==> config.mk <==
export PLATFORM = sky130hd
export DESIGN_NAME = digit_serial_adder
export DESIGN_NICKNAME = d
export VERILOG_FILES = /design/src/rtl/digit_serial_adder.sv
export SDC_FILE = /design/constraint.sdc
export NUM_CORES = 1
export LEC_CHECK = 0
export ABC_AREA = 1
export CORE_MARGIN = 1.5
export CORE_UTILIZATION = 45
export DETAILED_ROUTE_END_ITERATION = 8
export PLACE_DENSITY = 0.75
export SLEW_MARGIN = 40
export SYNTH_ARGS = -nofsm -noshare
export SYNTH_HDL_FRONTEND = slang
export SYNTH_SLANG_ARGS = --single-unit
==> constraint.sdc <==
create_clock -name i_clk -period 7.5 [get_ports i_clk]
set_clock_uncertainty 0.2 [all_clocks]
set_input_delay 1.875 -clock i_clk [delete_from_list [all_inputs] [get_ports i_clk]]
set_output_delay 1.875 -clock i_clk [all_outputs]
set_load 0.02 [all_outputs]
==> src/rtl/digit_serial_adder.sv <==
// Multi-cycle adder/subtractor: one DIGIT-bit adder walks across WIDTH-bit operands,
// rippling a registered carry between digits, with valid/ready handshakes on both sides.
module digit_serial_adder #(
  parameter int unsigned WIDTH = 32,
  parameter int unsigned DIGIT = 8
) (
  input  logic             i_clk,
  input  logic             i_rst,
  input  logic             i_in_valid,
  output logic             o_in_ready,
  input  logic [WIDTH-1:0] i_a,
  input  logic [WIDTH-1:0] i_b,
  input  logic             i_cin,
  input  logic             i_sub,
  output logic             o_out_valid,
  input  logic             i_out_ready,
  output logic [WIDTH-1:0] o_sum,
  output logic             o_cout,
  output logic             o_overflow
);

  localparam int unsigned N  = WIDTH / DIGIT;
  localparam int unsigned CW = (N > 1) ? $clog2(N) : 1;
  localparam logic [CW-1:0] LastCnt = CW'(N - 1);

  if (WIDTH % DIGIT != 0) begin : g_bad_digit
    $error("digit_serial_adder: WIDTH must be a multiple of DIGIT");
  end

  typedef enum logic [1:0] {StIdle, StRun, StDone} state_e;

  state_e           r_state;
  state_e           w_state_next;
  logic [WIDTH-1:0] r_a;
  logic [WIDTH-1:0] r_bx;
  logic [WIDTH-1:0] r_sum;
  logic [CW-1:0]    r_cnt;
  logic             r_carry;
  logic             r_cout;
  logic             r_ovf;

  logic [31:0]      w_base;
  logic [DIGIT-1:0] w_a_dig;
  logic [DIGIT-1:0] w_b_dig;
  logic [DIGIT:0]   w_dsum;
  logic             w_last;
  logic             w_accept;

  assign w_base   = DIGIT * {{(32-CW){1'b0}}, r_cnt};
  assign w_a_dig  = r_a[w_base +: DIGIT];
  assign w_b_dig  = r_bx[w_base +: DIGIT];
  assign w_dsum   = {1'b0, w_a_dig} + {1'b0, w_b_dig} + {{DIGIT{1'b0}}, r_carry};
  assign w_last   = (r_cnt == LastCnt);
  assign w_accept = i_in_valid && o_in_ready;

  // in_ready is the only combinational output; it drops while reset is asserted.
  assign o_in_ready  = !i_rst && (r_state == StIdle);
  assign o_out_valid = (r_state == StDone);
  assign o_sum       = r_sum;
  assign o_cout      = r_cout;
  assign o_overflow  = r_ovf;

  always_comb begin
    w_state_next = r_state;
    unique case (r_state)
      StIdle:  if (w_accept) w_state_next = StRun;
      StRun:   if (w_last) w_state_next = StDone;
      StDone:  if (i_out_ready) w_state_next = StIdle;
      default: w_state_next = StIdle;
    endcase
  end

  always_ff @(posedge i_clk) begin
    if (i_rst) begin
      r_state <= StIdle;
      r_a     <= '0;
      r_bx    <= '0;
      r_sum   <= '0;
      r_cnt   <= '0;
      r_carry <= 1'b0;
      r_cout  <= 1'b0;
      r_ovf   <= 1'b0;
    end else begin
      r_state <= w_state_next;
      unique case (r_state)
        StIdle: begin
          if (w_accept) begin
            r_a     <= i_a;
            r_bx    <= i_sub ? ~i_b : i_b;
            r_carry <= i_sub ? 1'b1 : i_cin;
            r_cnt   <= '0;
          end
        end
        StRun: begin
          r_sum[w_base +: DIGIT] <= w_dsum[DIGIT-1:0];
          r_carry                <= w_dsum[DIGIT];
          r_cnt                  <= r_cnt + 1'b1;
          if (w_last) begin
            r_cout <= w_dsum[DIGIT];
            // Signed overflow: operands agree in sign but the result sign differs.
            r_ovf  <= (r_a[WIDTH-1] == r_bx[WIDTH-1]) && (w_dsum[DIGIT-1] != r_a[WIDTH-1]);
          end
        end
        default: ;
      endcase
    end
  end

endmodule
==> impl_metrics.ini <==
[status]
outcome = completed

[critical_path]
crit_type = input pin to output pin
cp_max_fo = 40
crit_buf_inv = 3
crit_family = buffers and inverters
cp.required_ns = 5.43
critPathMostFrequentCell = clkdlybuf4s50_1
r2r_start = r_cnt[0]$_SDFFE_PP0P_
r2r_end = o_sum[28]$_SDFFE_PP0P_
cp-endpoint = o_in_ready
reg2regPathDepth = 14
arrival_ns = 3.33
r2r_slack_ns = 3.97
start_kind = input pin
slowest_delay_ns = 0.55
critPathCaptureType = output pin
crit_cells = 4
cp_cell_sequence = clkdlybuf4s50_1, buf_4, nor2_1, clkdlybuf4s50_1
crit_slowest_cell = clkdlybuf4s50_1
crit_start = i_rst

[die]
std_cell_rows = 37
die_y_um = 107.1
die_x_um = 107.1
core_sq_um = 10420
boundaryPins = 106
die_area_sq_um = 11470
start_util_pct = 46.81

[clock_network]
clock_latency_ns = 0.36
post_cts_buffers = 0
cts.clk_slew.worst_paths_ns = 0.09
cts-buffers-inserted = 9
clock_path_buffers = 2
cts-root-buf = clkbuf_8
cts_tree = yes
cts_hold_buf = 0
cts_sinks = 103
postCtsResizedCells = 0
htree_levels = 3

[logic_synthesis]
synth_warnings = 0
synth_edf_count = 0
syn_area_per_cell_sq_um = 7.490
synth.distinct_cells = 37
seq_area_frac_synth_pct = 42.29
synthesis.area_sq_um = 4876
synthArstFlopShare_pct = 0
synth_ff_type = dfxtp_1
synth_fp_nets = 736
synthesis.instances = 651
ys_ff_latch = 103

[place]
gp_congestion = 0.8460
place_ws_ns = 2.078
dp_cells = 858
hpwlAfterDp_um = 8403
placed_area_sq_um = 5947
io_buffers = 105

[job]
drv_cap = 0

[sta]
slew_viol_final = 0
hold_viol = 0
fmax_mhz = 185.1
min_period_over_period_pct = 72.04
fin_crit_ns = 5.403
tightest_slew_ns = 0.6399
rsz0062_at_grt = false
fin_ws_ns = 2.097
max_slew_margin_pct = 57.08
timing.setup.tns_ns = 0
finalSetupViolCount = 0

[power]
power_density_nw_per_um2 = 205.6
p_leak_nw = 2.302
power_mw = 1.261
vdd_drop_max_uv = 98.35

[routing]
drc = 0
dr.first_iter.drc_count = 286
ant_nets = 0
drt_pre_antenna_iters = 6
num_vias = 4525
wl_per_cell_um = 13.36
wl_um = 11680
avgViaCountPerCell = 5.177

[global_route]
grt_max_degree = 70
grt_pass1_vias = 4196
grt_pass1_wl_um = 19570
antenna_found_initial = 0
grt_overflow_total = 0
track_usage_pct = 21.27

[worst_hold_path]
hp-class = flip-flop to flip-flop

[finish]
insertedDiodeCount = 0
final_cells = 874
multiInputGateArea_sq_um = 2501
final_common_cell = nand2_1
drive_gt1_share_pct = 4.878
final_area_sq_um = 6135
fill_cells = 998
finalNetCount = 818
final_cell_mix = nand2_1, clkdlybuf4s50_1, dfxtp_1, o21ai_0, nor2_1
synthToLayoutAreaGrowth_pct = 25.81
seq_area_sq_um = 2062
==> cells in the mapped netlist (2+ instances only) <==
cell type | instances | share of area (%)
ha_1 | 13 | 3.3
o22ai_1 | 14 | 1.8
clkbuf_1 | 12 | 0.92
a32oi_1 | 3 | 0.54
o21ai_1 | 12 | 1.2
nor2_2 | 2 | 0.26
nor2_1 | 55 | 4.2
dfxtp_1 | 103 | 42
xor2_1 | 9 | 1.6
nand2_2 | 2 | 0.26
o21ai_0 | 74 | 7.6
inv_1 | 27 | 2.1
inv_2 | 4 | 0.31
buf_4 | 3 | 0.46
a21oi_1 | 48 | 4.9
nand4_1 | 7 | 0.90
buf_6 | 2 | 0.46
nand3_1 | 40 | 4.1
buf_1 | 5 | 0.38
xnor2_1 | 26 | 4.7
nand2_1 | 154 | 12
buf_2 | 18 | 1.8
fa_1 | 2 | 0.82
a22oi_1 | 3 | 0.46
==> routing by layer <==
layer | wire (um) | track usage [%] | vias up
li1 | - | - | 2317
met2 | 5568 | 34.99 | 130
met3 | 533 | 3.404 | 17
met4 | 235 | 7.905 | 0
met1 | 5344 | 28.01 | 2061
met5 | 0 | 0 | -
==> kinds of logic (layout without fill, tap and decap cells) <==
family                     count (synthesis)  count (layout)  share of synthesized area, %
and+or+nand+nor                          268             268                         23.56
AOI/OAI and AO/OA                        158             158                         17.17
DFF                                      103             103                         42.29
buffers and inverters                     72             159                         6.543
xor gates and xnor gates                  35              35                         6.287
adders and majority gates                 15              15                         4.157
==> metrics by stage <==
step / utilization [%] / hold slack, ns
global route: 58.89 / 0.2914
global placement: 57.07 / 0.2430
detailed placement: 57.09 / 0.2508
floorplan: - / 0.2308
finish: 58.89 / 0.2662
CTS: 58.87 / 0.2632
==> worst register-to-register path, stage by stage, from the launching register on <==
cell and delay [ns]:
dfxtp_1 0.32, inv_1 0.39, buf_4 0.38, o21ai_0 0.13, o22ai_1 0.31, fa_1 0.27, inv_1 0.06, fa_1 0.40
inv_1 0.09, nand2_1 0.05, nand2_1 0.08, nand2_1 0.06, xnor2_1 0.42, nand4_1 0.14, a21oi_1 0.17
==> layout make-up <==
| type | count | share of cell area [%] |
|---|---|---|
| timing repair buffer | 111 | 17.83 |
| clock buffer | 12 | 2.529 |
| clock inverter | 4 | 0.4895 |
| sequential | 103 | 33.61 |
| tap | 136 | 2.774 |
| multi-input combinational | 476 | 40.77 |
| inverter | 32 | 1.999 |
==> power breakdown <==
group / total [mW] / leakage [nW] / internal [mW] / switching [mW]
Combinational: 0.329 / 1.37 / 0.130 / 0.199
Sequential: 0.606 / 0.843 / 0.585 / 0.0211
Clock: 0.326 / 0.0926 / 0.140 / 0.186
Total: 1.26 / 2.30 / 0.855 / 0.406
==> flip-flops by register name (all words and copies together), names as in the netlist <==
| register | flops |
|---|---|
| o_sum | 32 |
| r_a | 32 |
| o_cout | 1 |
| r_cnt | 2 |
| r_carry | 1 |
| o_overflow | 1 |
| r_bx | 32 |
| r_state | 2 |
==> how the worst min path moves through the flow <==
stage                                    from             endpoint  slack [ns]  depth (start not counted)
final                     r_a[1]$_SDFFE_PP0P_  r_a[1]$_SDFFE_PP0P_        0.27                          2
after global routing      r_a[1]$_SDFFE_PP0P_  r_a[1]$_SDFFE_PP0P_        0.29                          2
after CTS                 r_a[1]$_SDFFE_PP0P_  r_a[1]$_SDFFE_PP0P_        0.26                          2
after detailed placement  r_a[1]$_SDFFE_PP0P_  r_a[1]$_SDFFE_PP0P_        0.25                          2
after global placement    r_a[1]$_SDFFE_PP0P_  r_a[1]$_SDFFE_PP0P_        0.24                          2
after floorplan           r_a[1]$_SDFFE_PP0P_  r_a[1]$_SDFFE_PP0P_        0.23                          2
Power figures use the tool's default switching activity.
